File: src/rtl/vga_pkg.sv
// Shared VGA timing constants, counter width and the output-stage state type.
package vga_pkg;

    // 640x480 @ 60 Hz horizontal timing, in pixel clocks
    localparam int H_ACTIVE = 640;
    localparam int H_FRONT  = 16;
    localparam int H_SYNC   = 96;
    localparam int H_BACK   = 48;
    localparam int H_TOTAL  = H_ACTIVE + H_FRONT + H_SYNC + H_BACK;

    // Vertical timing, in lines
    localparam int V_ACTIVE = 480;
    localparam int V_FRONT  = 10;
    localparam int V_SYNC   = 2;
    localparam int V_BACK   = 33;
    localparam int V_TOTAL  = V_ACTIVE + V_FRONT + V_SYNC + V_BACK;

    // Raster counter width; wide enough for any total up to 4095
    localparam int CNT_W = 12;

    typedef enum logic {
        SYNC_WAIT = 1'b0,
        RUN       = 1'b1
    } vo_state_e;

    // True when pos lies in the half-open window [lo, lo+len)
    function automatic logic in_window(input logic [CNT_W-1:0] pos, input int lo, input int len);
        return (int'(pos) >= lo) && (int'(pos) < lo + len);
    endfunction

endpackage

File: src/rtl/vga_sync_fifo.sv
// Single-clock first-word-fall-through FIFO holding upstream pixels.
// Push on a full FIFO and pop on an empty FIFO are ignored.
module vga_sync_fifo #(
    parameter int WIDTH = 28,
    parameter int DEPTH = 16,
    localparam int AW   = $clog2(DEPTH)
) (
    input  logic             clk,
    input  logic             rst,
    input  logic             push_i,
    input  logic [WIDTH-1:0] data_i,
    input  logic             pop_i,
    output logic [WIDTH-1:0] head_o,
    output logic             empty_o,
    output logic [AW:0]      count_o
);

    localparam logic [AW:0] FULL_CNT = (AW+1)'(DEPTH);

    logic [WIDTH-1:0] mem_q [DEPTH];
    logic [AW-1:0]    wr_ptr_q, wr_ptr_d;
    logic [AW-1:0]    rd_ptr_q, rd_ptr_d;
    logic [AW:0]      count_q, count_d;
    logic             do_push, do_pop;

    assign do_push = push_i && (count_q != FULL_CNT);
    assign do_pop  = pop_i && (count_q != '0);

    assign head_o  = mem_q[rd_ptr_q];
    assign empty_o = (count_q == '0);
    assign count_o = count_q;

    // Next pointers and occupancy; simultaneous push and pop leave count unchanged
    always_comb begin
        wr_ptr_d = wr_ptr_q;
        rd_ptr_d = rd_ptr_q;
        count_d  = count_q;
        if (do_push) wr_ptr_d = wr_ptr_q + 1'b1;
        if (do_pop)  rd_ptr_d = rd_ptr_q + 1'b1;
        case ({do_push, do_pop})
            2'b10:   count_d = count_q + 1'b1;
            2'b01:   count_d = count_q - 1'b1;
            default: count_d = count_q;
        endcase
    end

    // Pointer and occupancy registers
    always_ff @(posedge clk) begin
        if (rst) begin
            wr_ptr_q <= '0;
            rd_ptr_q <= '0;
            count_q  <= '0;
        end else begin
            wr_ptr_q <= wr_ptr_d;
            rd_ptr_q <= rd_ptr_d;
            count_q  <= count_d;
        end
    end

    // Storage array; contents need no reset because occupancy gates every read
    always_ff @(posedge clk) begin
        if (do_push) mem_q[wr_ptr_q] <= data_i;
    end

endmodule

File: src/rtl/vga_stage_output.sv
// Final pipeline stage: buffers positioned pixels, generates VGA raster timing,
// and locks the pixel stream to the raster at frame start.
//
// Handshake: a pixel is taken when st__valid_1a is high and vg__stall is low
// at a rising clk edge; vg__stall is a register, so upstream sees it one
// cycle late and the FIFO keeps two entries of headroom for that.
module vga_stage_output
    import vga_pkg::*;
#(
    parameter int WIDTHBITS  = 10,
    parameter int HEIGHTBITS = 10,
    parameter int COLORBITS  = 8,
    parameter int FIFODEPTH  = 16,
    parameter int H_ACTIVE_P = H_ACTIVE,
    parameter int H_FRONT_P  = H_FRONT,
    parameter int H_SYNC_P   = H_SYNC,
    parameter int H_BACK_P   = H_BACK,
    parameter int V_ACTIVE_P = V_ACTIVE,
    parameter int V_FRONT_P  = V_FRONT,
    parameter int V_SYNC_P   = V_SYNC,
    parameter int V_BACK_P   = V_BACK
) (
    input  logic                  clk,
    input  logic                  rst,
    input  logic [COLORBITS-1:0]  st__color_1a,
    input  logic [WIDTHBITS-1:0]  st__x_1a,
    input  logic [HEIGHTBITS-1:0] st__y_1a,
    input  logic                  st__valid_1a,
    output logic                  vg__stall,
    output logic [COLORBITS-1:0]  vga_color,
    output logic                  vga_hsync,
    output logic                  vga_vsync,
    output logic                  vga_blank,
    output logic                  vo__locked,
    output logic                  vo__underrun,
    output logic                  vo__resync
);

    localparam int FW    = COLORBITS + WIDTHBITS + HEIGHTBITS;
    localparam int AW    = $clog2(FIFODEPTH);
    localparam int H_TOT = H_ACTIVE_P + H_FRONT_P + H_SYNC_P + H_BACK_P;
    localparam int V_TOT = V_ACTIVE_P + V_FRONT_P + V_SYNC_P + V_BACK_P;
    localparam logic [AW:0] STALL_AT = (AW+1)'(FIFODEPTH - 2);

    logic [CNT_W-1:0]     hcnt_q, hcnt_d;
    logic [CNT_W-1:0]     vcnt_q, vcnt_d;
    vo_state_e            state_q, state_d;
    logic                 stall_q, stall_d;
    logic [COLORBITS-1:0] color_q, color_d;
    logic                 hsync_q, hsync_d;
    logic                 vsync_q, vsync_d;
    logic                 blank_q, blank_d;
    logic                 underrun_q, underrun_d;
    logic                 resync_q, resync_d;

    logic                  fifo_push, fifo_pop, fifo_empty;
    logic [FW-1:0]         fifo_head;
    logic [AW:0]           fifo_count;
    logic [COLORBITS-1:0]  head_color;
    logic [WIDTHBITS-1:0]  head_x;
    logic [HEIGHTBITS-1:0] head_y;
    logic                  active, at_origin, head_origin, head_match;

    assign fifo_push = st__valid_1a && !stall_q;

    vga_sync_fifo #(
        .WIDTH (FW),
        .DEPTH (FIFODEPTH)
    ) u_fifo (
        .clk     (clk),
        .rst     (rst),
        .push_i  (fifo_push),
        .data_i  ({st__color_1a, st__x_1a, st__y_1a}),
        .pop_i   (fifo_pop),
        .head_o  (fifo_head),
        .empty_o (fifo_empty),
        .count_o (fifo_count)
    );

    assign head_color = fifo_head[FW-1 -: COLORBITS];
    assign head_x     = fifo_head[HEIGHTBITS +: WIDTHBITS];
    assign head_y     = fifo_head[HEIGHTBITS-1:0];

    assign active      = (hcnt_q < CNT_W'(H_ACTIVE_P)) && (vcnt_q < CNT_W'(V_ACTIVE_P));
    assign at_origin   = (hcnt_q == '0) && (vcnt_q == '0);
    assign head_origin = !fifo_empty && (head_x == '0) && (head_y == '0);
    assign head_match  = !fifo_empty && (CNT_W'(head_x) == hcnt_q) && (CNT_W'(head_y) == vcnt_q);

    // Free-running raster counters: hcnt wraps at the line end and steps vcnt
    always_comb begin
        hcnt_d = hcnt_q + 1'b1;
        vcnt_d = vcnt_q;
        if (hcnt_q == CNT_W'(H_TOT - 1)) begin
            hcnt_d = '0;
            if (vcnt_q == CNT_W'(V_TOT - 1)) vcnt_d = '0;
            else                             vcnt_d = vcnt_q + 1'b1;
        end
    end

    // Lock FSM: decides pops, the next DAC colour and the sticky error flags.
    // On locking, the origin pixel is shown in the same cycle so that the
    // following head lines up with (1,0).
    always_comb begin
        state_d    = state_q;
        fifo_pop   = 1'b0;
        color_d    = '0;
        underrun_d = underrun_q;
        resync_d   = resync_q;
        case (state_q)
            SYNC_WAIT: begin
                if (!fifo_empty) begin
                    if (!head_origin) begin
                        fifo_pop = 1'b1;
                    end else if (at_origin) begin
                        fifo_pop = 1'b1;
                        color_d  = head_color;
                        state_d  = RUN;
                    end
                end
            end
            RUN: begin
                if (active) begin
                    if (fifo_empty) begin
                        underrun_d = 1'b1;
                        state_d    = SYNC_WAIT;
                    end else if (!head_match) begin
                        fifo_pop = 1'b1;
                        resync_d = 1'b1;
                        state_d  = SYNC_WAIT;
                    end else begin
                        fifo_pop = 1'b1;
                        color_d  = head_color;
                    end
                end
            end
            default: state_d = SYNC_WAIT;
        endcase
    end

    // Sync, blank and back-pressure decode for the output registers
    always_comb begin
        hsync_d = !in_window(hcnt_q, H_ACTIVE_P + H_FRONT_P, H_SYNC_P);
        vsync_d = !in_window(vcnt_q, V_ACTIVE_P + V_FRONT_P, V_SYNC_P);
        blank_d = !active;
        stall_d = (fifo_count >= STALL_AT);
    end

    // State, counter and output registers
    always_ff @(posedge clk) begin
        if (rst) begin
            hcnt_q     <= '0;
            vcnt_q     <= '0;
            state_q    <= SYNC_WAIT;
            stall_q    <= 1'b0;
            color_q    <= '0;
            hsync_q    <= 1'b1;
            vsync_q    <= 1'b1;
            blank_q    <= 1'b1;
            underrun_q <= 1'b0;
            resync_q   <= 1'b0;
        end else begin
            hcnt_q     <= hcnt_d;
            vcnt_q     <= vcnt_d;
            state_q    <= state_d;
            stall_q    <= stall_d;
            color_q    <= color_d;
            hsync_q    <= hsync_d;
            vsync_q    <= vsync_d;
            blank_q    <= blank_d;
            underrun_q <= underrun_d;
            resync_q   <= resync_d;
        end
    end

    assign vg__stall    = stall_q;
    assign vga_color    = color_q;
    assign vga_hsync    = hsync_q;
    assign vga_vsync    = vsync_q;
    assign vga_blank    = blank_q;
    assign vo__locked   = (state_q == RUN);
    assign vo__underrun = underrun_q;
    assign vo__resync   = resync_q;

endmodule

File: config.mk
export PLATFORM = sky130hd
export DESIGN_NAME = vga_stage_output
export DESIGN_NICKNAME = d
export VERILOG_FILES = /design/src/rtl/vga_pkg.sv /design/src/rtl/vga_sync_fifo.sv /design/src/rtl/vga_stage_output.sv
export SDC_FILE = /design/constraint.sdc
export NUM_CORES = 1
export LEC_CHECK = 0
export ABC_AREA = 0
export ABC_CLOCK_PERIOD_IN_PS = 6000
export CORE_MARGIN = 1
export CORE_UTILIZATION = 30
export CTS_BUF_LIST = sky130_fd_sc_hd__clkbuf_16
export DETAILED_ROUTE_END_ITERATION = 10
export GPL_ROUTABILITY_DRIVEN = 1
export SYNTH_ARGS = -nofsm -noshare
export SYNTH_HDL_FRONTEND = slang
export SYNTH_SLANG_ARGS = --single-unit
File: constraint.sdc
create_clock -name clk -period 6 [get_ports clk]
set_input_delay 1.2 -clock clk [delete_from_list [all_inputs] [get_ports clk]]
set_output_delay 1.2 -clock clk [all_outputs]
set_load 0.03 [all_outputs]
==> impl_metrics.prom, run 1 <==
# TYPE chip_impl_metric gauge
chip_impl_metric{name="fraction_of_the_yosys_area_taken_by_sequential_cells",unit=""} 0.727
chip_impl_metric{name="fraction_of_the_mapped_netlist_area_in_compound_gates",unit=""} 0.0136
chip_impl_metric{name="post-dp-hpwl",unit="um"} 26900
chip_impl_metric{name="max_freq",unit="MHz"} 207
chip_impl_info{name="synth_top_cells_by_area",value="sky130_fd_sc_hd__edfxtp_1, sky130_fd_sc_hd__mux4_2, sky130_fd_sc_hd__dfxtp_1, sky130_fd_sc_hd__mux2i_1, sky130_fd_sc_hd__xnor2_1"} 1
chip_impl_metric{name="firstDrtPassIters",unit=""} 8
chip_impl_metric{name="number_of_buffers_on_the_longest_clock_path",unit=""} 3
chip_impl_metric{name="wl_met1",unit="um"} 19900
chip_impl_metric{name="worst_clock_skew",unit="ns"} 0.0165
chip_impl_metric{name="drt_iter0_markers",unit=""} 801
chip_impl_metric{name="syn-instance-count",unit=""} 1046
chip_impl_metric{name="worst-r2r-cell-count",unit=""} 15
chip_impl_metric{name="synth-simple-area-share",unit=""} 0.0521
chip_impl_metric{name="cts_made_buffers",unit=""} 49
chip_impl_metric{name="synth_cell_types",unit=""} 55
chip_impl_info{name="cts_tree",value="done"} 1
chip_impl_metric{name="grt_max_degree",unit=""} 56
chip_impl_metric{name="synth_top_area_frac",unit=""} 0.671
chip_impl_metric{name="post-cts-setup-buffers",unit=""} 0
chip_impl_metric{name="total_of_fill_cells_in_the_finished_design",unit=""} 6038
chip_impl_metric{name="regArea",unit="sq mm"} 0.0146
chip_impl_metric{name="fin_crit",unit="ns"} 4.83
chip_impl_metric{name="finalSetupTns",unit="ns"} 0
chip_impl_metric{name="io_pins",unit=""} 46
chip_impl_info{name="failed_checks",value="DRC"} 1
chip_impl_metric{name="grt_first_pass_wirelength",unit="um"} 68300
chip_impl_metric{name="synth_xor_xnor_area_share",unit=""} 0.0205
chip_impl_metric{name="grt_overflow_total",unit=""} 0
chip_impl_metric{name="syn_area",unit="sq mm"} 0.0200
chip_impl_info{name="critPathSlowestCell",value="sky130_fd_sc_hd__dfxtp_4"} 1
chip_impl_info{name="crit_chain",value="buf_4, mux4_2, mux2i_1, mux2i_1, a211o_1, a2111oi_4, and3_2, nor2_1, ha_1, fa_1, a21o_1, a21oi_1, xor2_1, or3_1, a21oi_1"} 1
chip_impl_metric{name="first_global_vias",unit=""} 10200
chip_impl_metric{name="placeableCoreArea",unit="sq mm"} 0.0660
chip_impl_metric{name="met2_wirelength",unit="um"} 22100
chip_impl_metric{name="via_per_instance_ratio",unit=""} 4.96
chip_impl_metric{name="grt_antenna_before_repair",unit=""} 2
chip_impl_metric{name="worst_slew_pin_tran",unit="ns"} 0.950
chip_impl_metric{name="io_buffer_count",unit=""} 45
chip_impl_metric{name="finalHoldViolations",unit=""} 0
chip_impl_info{name="ys_dominant_reg_cell",value="sky130_fd_sc_hd__edfxtp_1"} 1
chip_impl_metric{name="swShare",unit=""} 0.272
chip_impl_metric{name="routed-via-count",unit=""} 10000
chip_impl_metric{name="number_of_nets_with_antenna_violations_after_detailed_routing",unit=""} 0
chip_impl_info{name="dominant_combinational_cell_family_by_area_after_synthesis",value="multiplexers"} 1
chip_impl_metric{name="die_height",unit="um"} 260
chip_impl_metric{name="area.growth.synth_to_final",unit="%"} 15.6
chip_impl_info{name="top_layer_used",value="met5"} 1
chip_impl_metric{name="worst_hold_slack",unit="ns"} 0.469
chip_impl_metric{name="wirelength",unit="um"} 45700
chip_impl_metric{name="die_ar",unit="sq mm"} 0.0678
chip_impl_info{name="critPathCaptureType",value="flop"} 1
chip_impl_info{name="crit_family",value="compound AO/OA/AOI/OAI gates"} 1
chip_impl_metric{name="clk_transition_reported_paths",unit="ns"} 0.07
chip_impl_info{name="root_buffer",value="sky130_fd_sc_hd__clkbuf_16"} 1
chip_impl_metric{name="clock-sinks",unit=""} 504
chip_impl_metric{name="vdd.ir_drop.worst",unit="uV"} 211
chip_impl_metric{name="share_comb_of_total_power",unit=""} 0.220
chip_impl_info{name="critical_path_class",value="flop to flop"} 1
chip_impl_metric{name="timing.final.setup_violations",unit=""} 0
chip_impl_metric{name="finalNetCount",unit=""} 1164
chip_impl_metric{name="post_synth_fa_ha_maj_area_fraction",unit=""} 0.00912
chip_impl_metric{name="final_core_utilization",unit=""} 0.351
chip_impl_metric{name="cellPowerDensity",unit="mW/mm^2"} 387
chip_impl_metric{name="clock_insertion_delay_worst_skew",unit="ns"} 0.59
chip_impl_metric{name="dr_wl_met3",unit="um"} 2680
chip_impl_metric{name="muxShareOfSynthArea",unit=""} 0.163
chip_impl_metric{name="static_power_due_to_leakage",unit="nW"} 7.24
chip_impl_info{name="mostFrequentLayoutCells",value="sky130_fd_sc_hd__edfxtp_1, sky130_fd_sc_hd__mux4_2, sky130_fd_sc_hd__dfxtp_1"} 1
chip_impl_info{name="grt_setup_unrepaired",value="false"} 1
chip_impl_metric{name="cts_hold_buf",unit=""} 0
chip_impl_metric{name="power_frac_seq",unit=""} 0.460
chip_impl_metric{name="start_util",unit=""} 0.304
chip_impl_metric{name="final_weighted_congestion_in_routability_driven_placement",unit=""} 0.800
chip_impl_metric{name="cp_data_arrival_time",unit="ns"} 5.34
chip_impl_metric{name="drv.max_cap_violation_count",unit=""} 0
chip_impl_metric{name="timing_max_transition_violations_final",unit=""} 0
chip_impl_metric{name="floorplan.die.width",unit="um"} 260
chip_impl_metric{name="drive_above_1_share",unit=""} 0.208
chip_impl_info{name="run_status",value="complete, but fails checks"} 1
chip_impl_metric{name="track_usage",unit=""} 0.137
chip_impl_metric{name="intPower",unit="mW"} 6.52
chip_impl_info{name="layout.cells.most_common",value="sky130_fd_sc_hd__edfxtp_1"} 1
chip_impl_info{name="synthDominantAreaCellType",value="sky130_fd_sc_hd__edfxtp_1"} 1
chip_impl_metric{name="htree_num_levels",unit=""} 2
chip_impl_metric{name="syn_nets",unit=""} 1091
chip_impl_metric{name="synth.ff_latch_count",unit=""} 504
chip_impl_metric{name="worst_ep_required_time",unit="ns"} 6.51
chip_impl_metric{name="multiInputGateArea",unit="sq mm"} 0.00529
chip_impl_metric{name="detail_route.wl_per_cell",unit="um"} 22.6
chip_impl_info{name="hold_path_class",value="flop to flop"} 1
chip_impl_metric{name="critPathMaxFanout",unit=""} 22
chip_impl_metric{name="timing.final.crit_share",unit=""} 0.805
chip_impl_metric{name="power.net_switching",unit="mW"} 2.44
chip_impl_metric{name="cts-resized-gates",unit=""} 0
chip_impl_metric{name="cpPeakStageDelay",unit="ns"} 0.63
chip_impl_metric{name="clkPwrFrac",unit=""} 0.320
chip_impl_metric{name="avgSynthCellArea",unit="sq um"} 19.2
chip_impl_metric{name="standard_cell_rows",unit=""} 94
chip_impl_metric{name="synth_enable_flop_cells",unit=""} 448
chip_impl_info{name="setup.worst_path.start_class",value="flop"} 1
chip_impl_metric{name="rel_slew_slack",unit=""} 0.365
chip_impl_metric{name="cp.depth",unit=""} 15
chip_impl_metric{name="worst_hold_path_stage_count",unit=""} 1
chip_impl_metric{name="cp.buffers_inverters",unit=""} 1
chip_impl_metric{name="post-route-drc-count",unit=""} 12
chip_impl_metric{name="ys.warnings.count",unit=""} 0
chip_impl_metric{name="async_flop_share",unit=""} 0
registers in the layout, summed over array words and instances, names as in the netlist, named ones only:
name / flops
hcnt_q: 12
u_fifo.count_o: 5
u_fifo.mem_q: 448
u_fifo.rd_ptr_q: 4
u_fifo.wr_ptr_q: 4
vcnt_q: 12
vg__stall: 1
vga_blank: 1
vga_color: 8
vga_hsync: 1
vga_vsync: 1
vo__locked: 1
vo__resync: 1
vo__underrun: 1
power by group through the flow:
stage / Clock [mW] / Sequential, mW / Combinational [mW]
4_1_cts: 2.93 / 4.13 / 2.01
2_1_floorplan: 0 / 4.07 / 1.59
5_1_grt: 3.06 / 4.15 / 2.14
3_5_place_dp: 0 / 4.20 / 2.00
6_report: 2.87 / 4.12 / 1.97
3_3_place_gp: 0 / 4.20 / 1.99
per-stage QoR:
stage,cells,power (mW),worst slack (ns),area (sq um)
6_report,2023,8.96,1.17,23200
5_1_grt,2022,9.35,0.743,23200
4_1_cts,2022,9.07,1.12,23200
3_5_place_dp,1932,6.21,1.14,21700
3_3_place_gp,1932,6.19,1.21,21700
2_1_floorplan,1046,5.66,1.71,20000
Yosys cell counts, types with 6 or more instances:
cell                       number
sky130_fd_sc_hd__edfxtp_1     448
sky130_fd_sc_hd__mux4_2       118
sky130_fd_sc_hd__nor2_1        63
sky130_fd_sc_hd__dfxtp_1       56
sky130_fd_sc_hd__mux2i_1       49
sky130_fd_sc_hd__xnor2_1       30
sky130_fd_sc_hd__nand2_1       24
sky130_fd_sc_hd__nand3_1       23
sky130_fd_sc_hd__buf_2         20
sky130_fd_sc_hd__clkbuf_1      20
sky130_fd_sc_hd__nand4_1       17
sky130_fd_sc_hd__xor2_1        17
sky130_fd_sc_hd__a21oi_1       14
sky130_fd_sc_hd__ha_1          13
sky130_fd_sc_hd__nor3_1        12
sky130_fd_sc_hd__inv_1         10
sky130_fd_sc_hd__nor3b_1        9
sky130_fd_sc_hd__mux2_2         8
sky130_fd_sc_hd__nor4_1         8
sky130_fd_sc_hd__buf_4          7
sky130_fd_sc_hd__nand2b_1       7
sky130_fd_sc_hd__nor2b_1        6
sky130_fd_sc_hd__o21ai_0        6
worst paths after layout:
kind,slack [ns],from,end
worst max-delay path,1.17,flop,u_fifo.count_o[4]
worst min-delay path,0.47,vo__resync,vo__resync
worst max register to register,1.17,flop,u_fifo.count_o[4]
worst min register to register,0.47,vo__resync,vo__resync
layout make-up:
| type | count | area share |
|---|---|---|
| Clock inverter | 40 | 0.0101 |
| Antenna cell | 1 | 0.000108 |
| Multi-Input combinational cell | 479 | 0.228 |
| Sequential cell | 504 | 0.630 |
| Tap cell | 864 | 0.0467 |
| Timing Repair Buffer | 73 | 0.0291 |
| Inverter | 12 | 0.00194 |
| Clock buffer | 50 | 0.0540 |
routing by layer:
metal	up-vias	GRT usage
met5	-	0
met3	65	0.0255
met2	273	0.220
li1	4377	-
met4	4	0.0395
met1	5318	0.191
kinds of logic after synthesis:
family	count (synthesis)
flops	504
mux	177
fa+ha+maj	14
xor+xnor	47
simple gates	201
buf+inv	63
compound gates	40
Note: power is estimated with default switching activity, not from simulation.
==> run 2: changes to the inputs <==
Settings changed: ABC_CLOCK_PERIOD_IN_PS 6000 to 4450.
Clock period 6 ns to 4.45 ns, I/O delays scaled along.
==> run 2 against run 1 <==
  * The run still ends with DRC left
  * Via count shrank 0.32%
  * Maximum frequency grew 13%
  * Clock skew grew 0.012 ns
  * Sequential cell count is the same
  * Sequential share of layout area shrank 2.1 points
  * First-iteration DRC count shrank 6.9%
  * Cell area grew 3.4%
  * Critical path depth is the same
  * Wire length is essentially flat
==> impl_metrics.prom, run 2 (synthesis gave the netlist of run 1 again) <==
# TYPE chip_impl_metric gauge
chip_impl_metric{name="met2_wirelength",unit="um"} 22500
chip_impl_metric{name="firstDrtPassIters",unit=""} 8
chip_impl_info{name="critPathCaptureType",value="flop"} 1
chip_impl_metric{name="number_of_nets_with_antenna_violations_after_detailed_routing",unit=""} 0
chip_impl_info{name="setup.worst_path.start_class",value="flop"} 1
chip_impl_metric{name="postPlaceCellArea",unit="sq mm"} 0.0221
chip_impl_metric{name="timing.final.crit_share",unit=""} 0.957
chip_impl_metric{name="io_pins",unit=""} 46
chip_impl_info{name="hold_path_class",value="flop to flop"} 1
chip_impl_metric{name="cp_data_arrival_time",unit="ns"} 4.76
chip_impl_metric{name="dr_wl_met3",unit="um"} 2340
chip_impl_metric{name="rel_slew_slack",unit=""} 0.475
chip_impl_metric{name="standard_cell_rows",unit=""} 94
chip_impl_metric{name="detail_route.wl_per_cell",unit="um"} 22.0
chip_impl_metric{name="drive_above_1_share",unit=""} 0.257
chip_impl_metric{name="htree_num_levels",unit=""} 2
chip_impl_metric{name="area.growth.synth_to_final",unit="%"} 19.5
chip_impl_metric{name="static_power_due_to_leakage",unit="nW"} 7.56
chip_impl_metric{name="start_util",unit=""} 0.304
chip_impl_metric{name="timing_max_transition_violations_final",unit=""} 0
chip_impl_metric{name="grt_overflow_total",unit=""} 0
chip_impl_metric{name="max_freq",unit="MHz"} 235
chip_impl_metric{name="grt_antenna_before_repair",unit=""} 2
chip_impl_info{name="critical_path_class",value="flop to flop"} 1
chip_impl_metric{name="post-dp-hpwl",unit="um"} 28000
chip_impl_metric{name="clk_transition_reported_paths",unit="ns"} 0.06
chip_impl_info{name="reg_top3",value="u_fifo.mem_q (448), hcnt_q (12), vcnt_q (12)"} 1
chip_impl_metric{name="floorplan.die.width",unit="um"} 260
chip_impl_info{name="mostFrequentLayoutCells",value="sky130_fd_sc_hd__edfxtp_1, sky130_fd_sc_hd__mux4_2, sky130_fd_sc_hd__buf_4"} 1
chip_impl_info{name="top_layer_used",value="met5"} 1
chip_impl_info{name="layout.cells.most_common",value="sky130_fd_sc_hd__edfxtp_1"} 1
chip_impl_info{name="cts_tree",value="done"} 1
chip_impl_metric{name="worst_ep_required_time",unit="ns"} 4.95
chip_impl_metric{name="fin_crit",unit="ns"} 4.26
chip_impl_metric{name="worst-r2r-cell-count",unit=""} 15
chip_impl_metric{name="finalHoldViolations",unit=""} 0
chip_impl_metric{name="worst_clock_skew",unit="ns"} 0.0286
chip_impl_metric{name="routed-via-count",unit=""} 10000
chip_impl_metric{name="grt_first_pass_wirelength",unit="um"} 67600
chip_impl_info{name="root_buffer",value="sky130_fd_sc_hd__clkbuf_16"} 1
chip_impl_metric{name="first_global_vias",unit=""} 10200
chip_impl_info{name="grt_setup_unrepaired",value="false"} 1
chip_impl_metric{name="via_per_instance_ratio",unit=""} 4.83
chip_impl_metric{name="number_of_buffers_on_the_longest_clock_path",unit=""} 3
chip_impl_metric{name="die_ar",unit="sq mm"} 0.0678
chip_impl_info{name="max_flop_register",value="u_fifo.mem_q"} 1
chip_impl_metric{name="timing.final.setup_violations",unit=""} 0
chip_impl_metric{name="clock_insertion_delay_worst_skew",unit="ns"} 0.60
chip_impl_metric{name="wl_met1",unit="um"} 19900
chip_impl_info{name="failed_checks",value="DRC"} 1
chip_impl_metric{name="worst_hold_path_stage_count",unit=""} 1
chip_impl_metric{name="cts_hold_buf",unit=""} 0
chip_impl_metric{name="postLayoutCellArea",unit="sq mm"} 0.0240
chip_impl_metric{name="final_weighted_congestion_in_routability_driven_placement",unit=""} 0.836
chip_impl_metric{name="wirelength",unit="um"} 45600
chip_impl_metric{name="largest_reg_flops",unit=""} 448
chip_impl_metric{name="drt_iter0_markers",unit=""} 746
chip_impl_metric{name="placeableCoreArea",unit="sq mm"} 0.0660
chip_impl_metric{name="cellPowerDensity",unit="mW/mm^2"} 546
chip_impl_metric{name="worst_slew_pin_tran",unit="ns"} 0.786
chip_impl_info{name="run_status",value="complete, but fails checks"} 1
chip_impl_metric{name="critPathMaxFanout",unit=""} 15
chip_impl_metric{name="post-route-drc-count",unit=""} 10
chip_impl_metric{name="vdd.ir_drop.worst",unit="uV"} 295
chip_impl_metric{name="track_usage",unit=""} 0.136
chip_impl_metric{name="die_height",unit="um"} 260
chip_impl_metric{name="finalNetCount",unit=""} 1209
chip_impl_info{name="crit_chain",value="buf_12, mux4_2, mux2i_2, and4_1, nand2_1, a2111oi_4, and3_4, nor2_1, ha_1, fa_1, a21o_1, a21oi_1, xor2_1, or3_1, a21oi_1"} 1
chip_impl_metric{name="drv.max_cap_violation_count",unit=""} 0
chip_impl_metric{name="io_buffer_count",unit=""} 45
chip_impl_info{name="critPathMostFrequentCell",value="sky130_fd_sc_hd__a21oi_1"} 1
chip_impl_metric{name="clock-sinks",unit=""} 504
chip_impl_metric{name="grt_max_degree",unit=""} 50
chip_impl_metric{name="cpPeakStageDelay",unit="ns"} 0.53
chip_impl_metric{name="finalSetupTns",unit="ns"} 0
chip_impl_info{name="critPathSlowestCell",value="sky130_fd_sc_hd__mux4_2"} 1
chip_impl_metric{name="cts_made_buffers",unit=""} 50
-- run 2: cell types whose count changed in the layout (fill, tap and decap cells not counted), moves of 3 or more --
cell                         previous run  this run
sky130_fd_sc_hd__buf_12                 1        11
sky130_fd_sc_hd__buf_4                 27        58
sky130_fd_sc_hd__bufinv_16              2        10
sky130_fd_sc_hd__clkinv_1              12         9
sky130_fd_sc_hd__clkinv_2               3        11
sky130_fd_sc_hd__clkinvlp_4             2         7
sky130_fd_sc_hd__inv_1                 29        13
-- run 2: repair_timing --
action | 4_1_cts | 5_1_grt
endpoints found under the setup margin | 0 | 2
buffers inserted | 0 | 4
gates resized for setup | 0 | 6
-- run 2: worst max-delay path, delay by kind of cell, from the launching register on --
family	cells	cell delay [ns]
mux	2	0.78
simple gates	5	1.10
flops	1	0.44
compound gates	4	0.92
xor+xnor	1	0.09
buf+inv	1	0.20
fa+ha+maj	2	0.62
-- run 2: layout make-up --
| type | count | area [sq um] |
|---|---|---|
| Fill cell | 6005 | 42000 |
| Sequential cell | 504 | 14600 |
| Multi-Input combinational cell | 479 | 5300 |
| Clock buffer | 50 | 1250 |
| Timing Repair Buffer | 117 | 1160 |
| Tap cell | 864 | 1080 |
| Clock inverter | 44 | 528 |
| Inverter | 12 | 48.8 |
| Antenna cell | 1 | 2.50 |
-- run 2: final timing paths --
| check | from | to | slack, ns |
|---|---|---|---|
| setup / recovery | flop | u_fifo.count_o[4] | 0.19 |
| hold / removal | vo__resync | vo__resync | 0.46 |
| setup reg to reg | flop | u_fifo.count_o[4] | 0.19 |
| hold reg to reg | vo__resync | vo__resync | 0.46 |
-- run 2: layer usage --
metal	global-route usage	up-vias
met5	0	-
li1	-	4454
met1	0.182	5269
met3	0.0258	54
met4	0.0374	4
met2	0.224	224
-- run 2: through the flow --
step / utilization / instances / hold slack (ns) / worst slack (ns) / power, mW
detailed placement: 0.335 / 1972 / 0.456 / 0.203 / 8.67
global placement: 0.335 / 1972 / 0.445 / 0.184 / 8.64
CTS: 0.362 / 2066 / 0.471 / 0.118 / 13.2
global route: 0.363 / 2070 / 0.487 / 0.00220 / 13.6
floorplan: - / 1046 / 0.430 / 0.366 / 7.62
finish: 0.363 / 2071 / 0.465 / 0.190 / 13.1
-- run 2: report_power, final --
| group | internal, mW | leakage [nW] | switching (mW) |
|---|---|---|---|
| Clock | 2.66 | 0.867 | 1.83 |
| Combinational | 1.60 | 2.20 | 1.57 |
| Sequential | 5.33 | 4.50 | 0.0996 |
| Total | 9.59 | 7.56 | 3.50 |
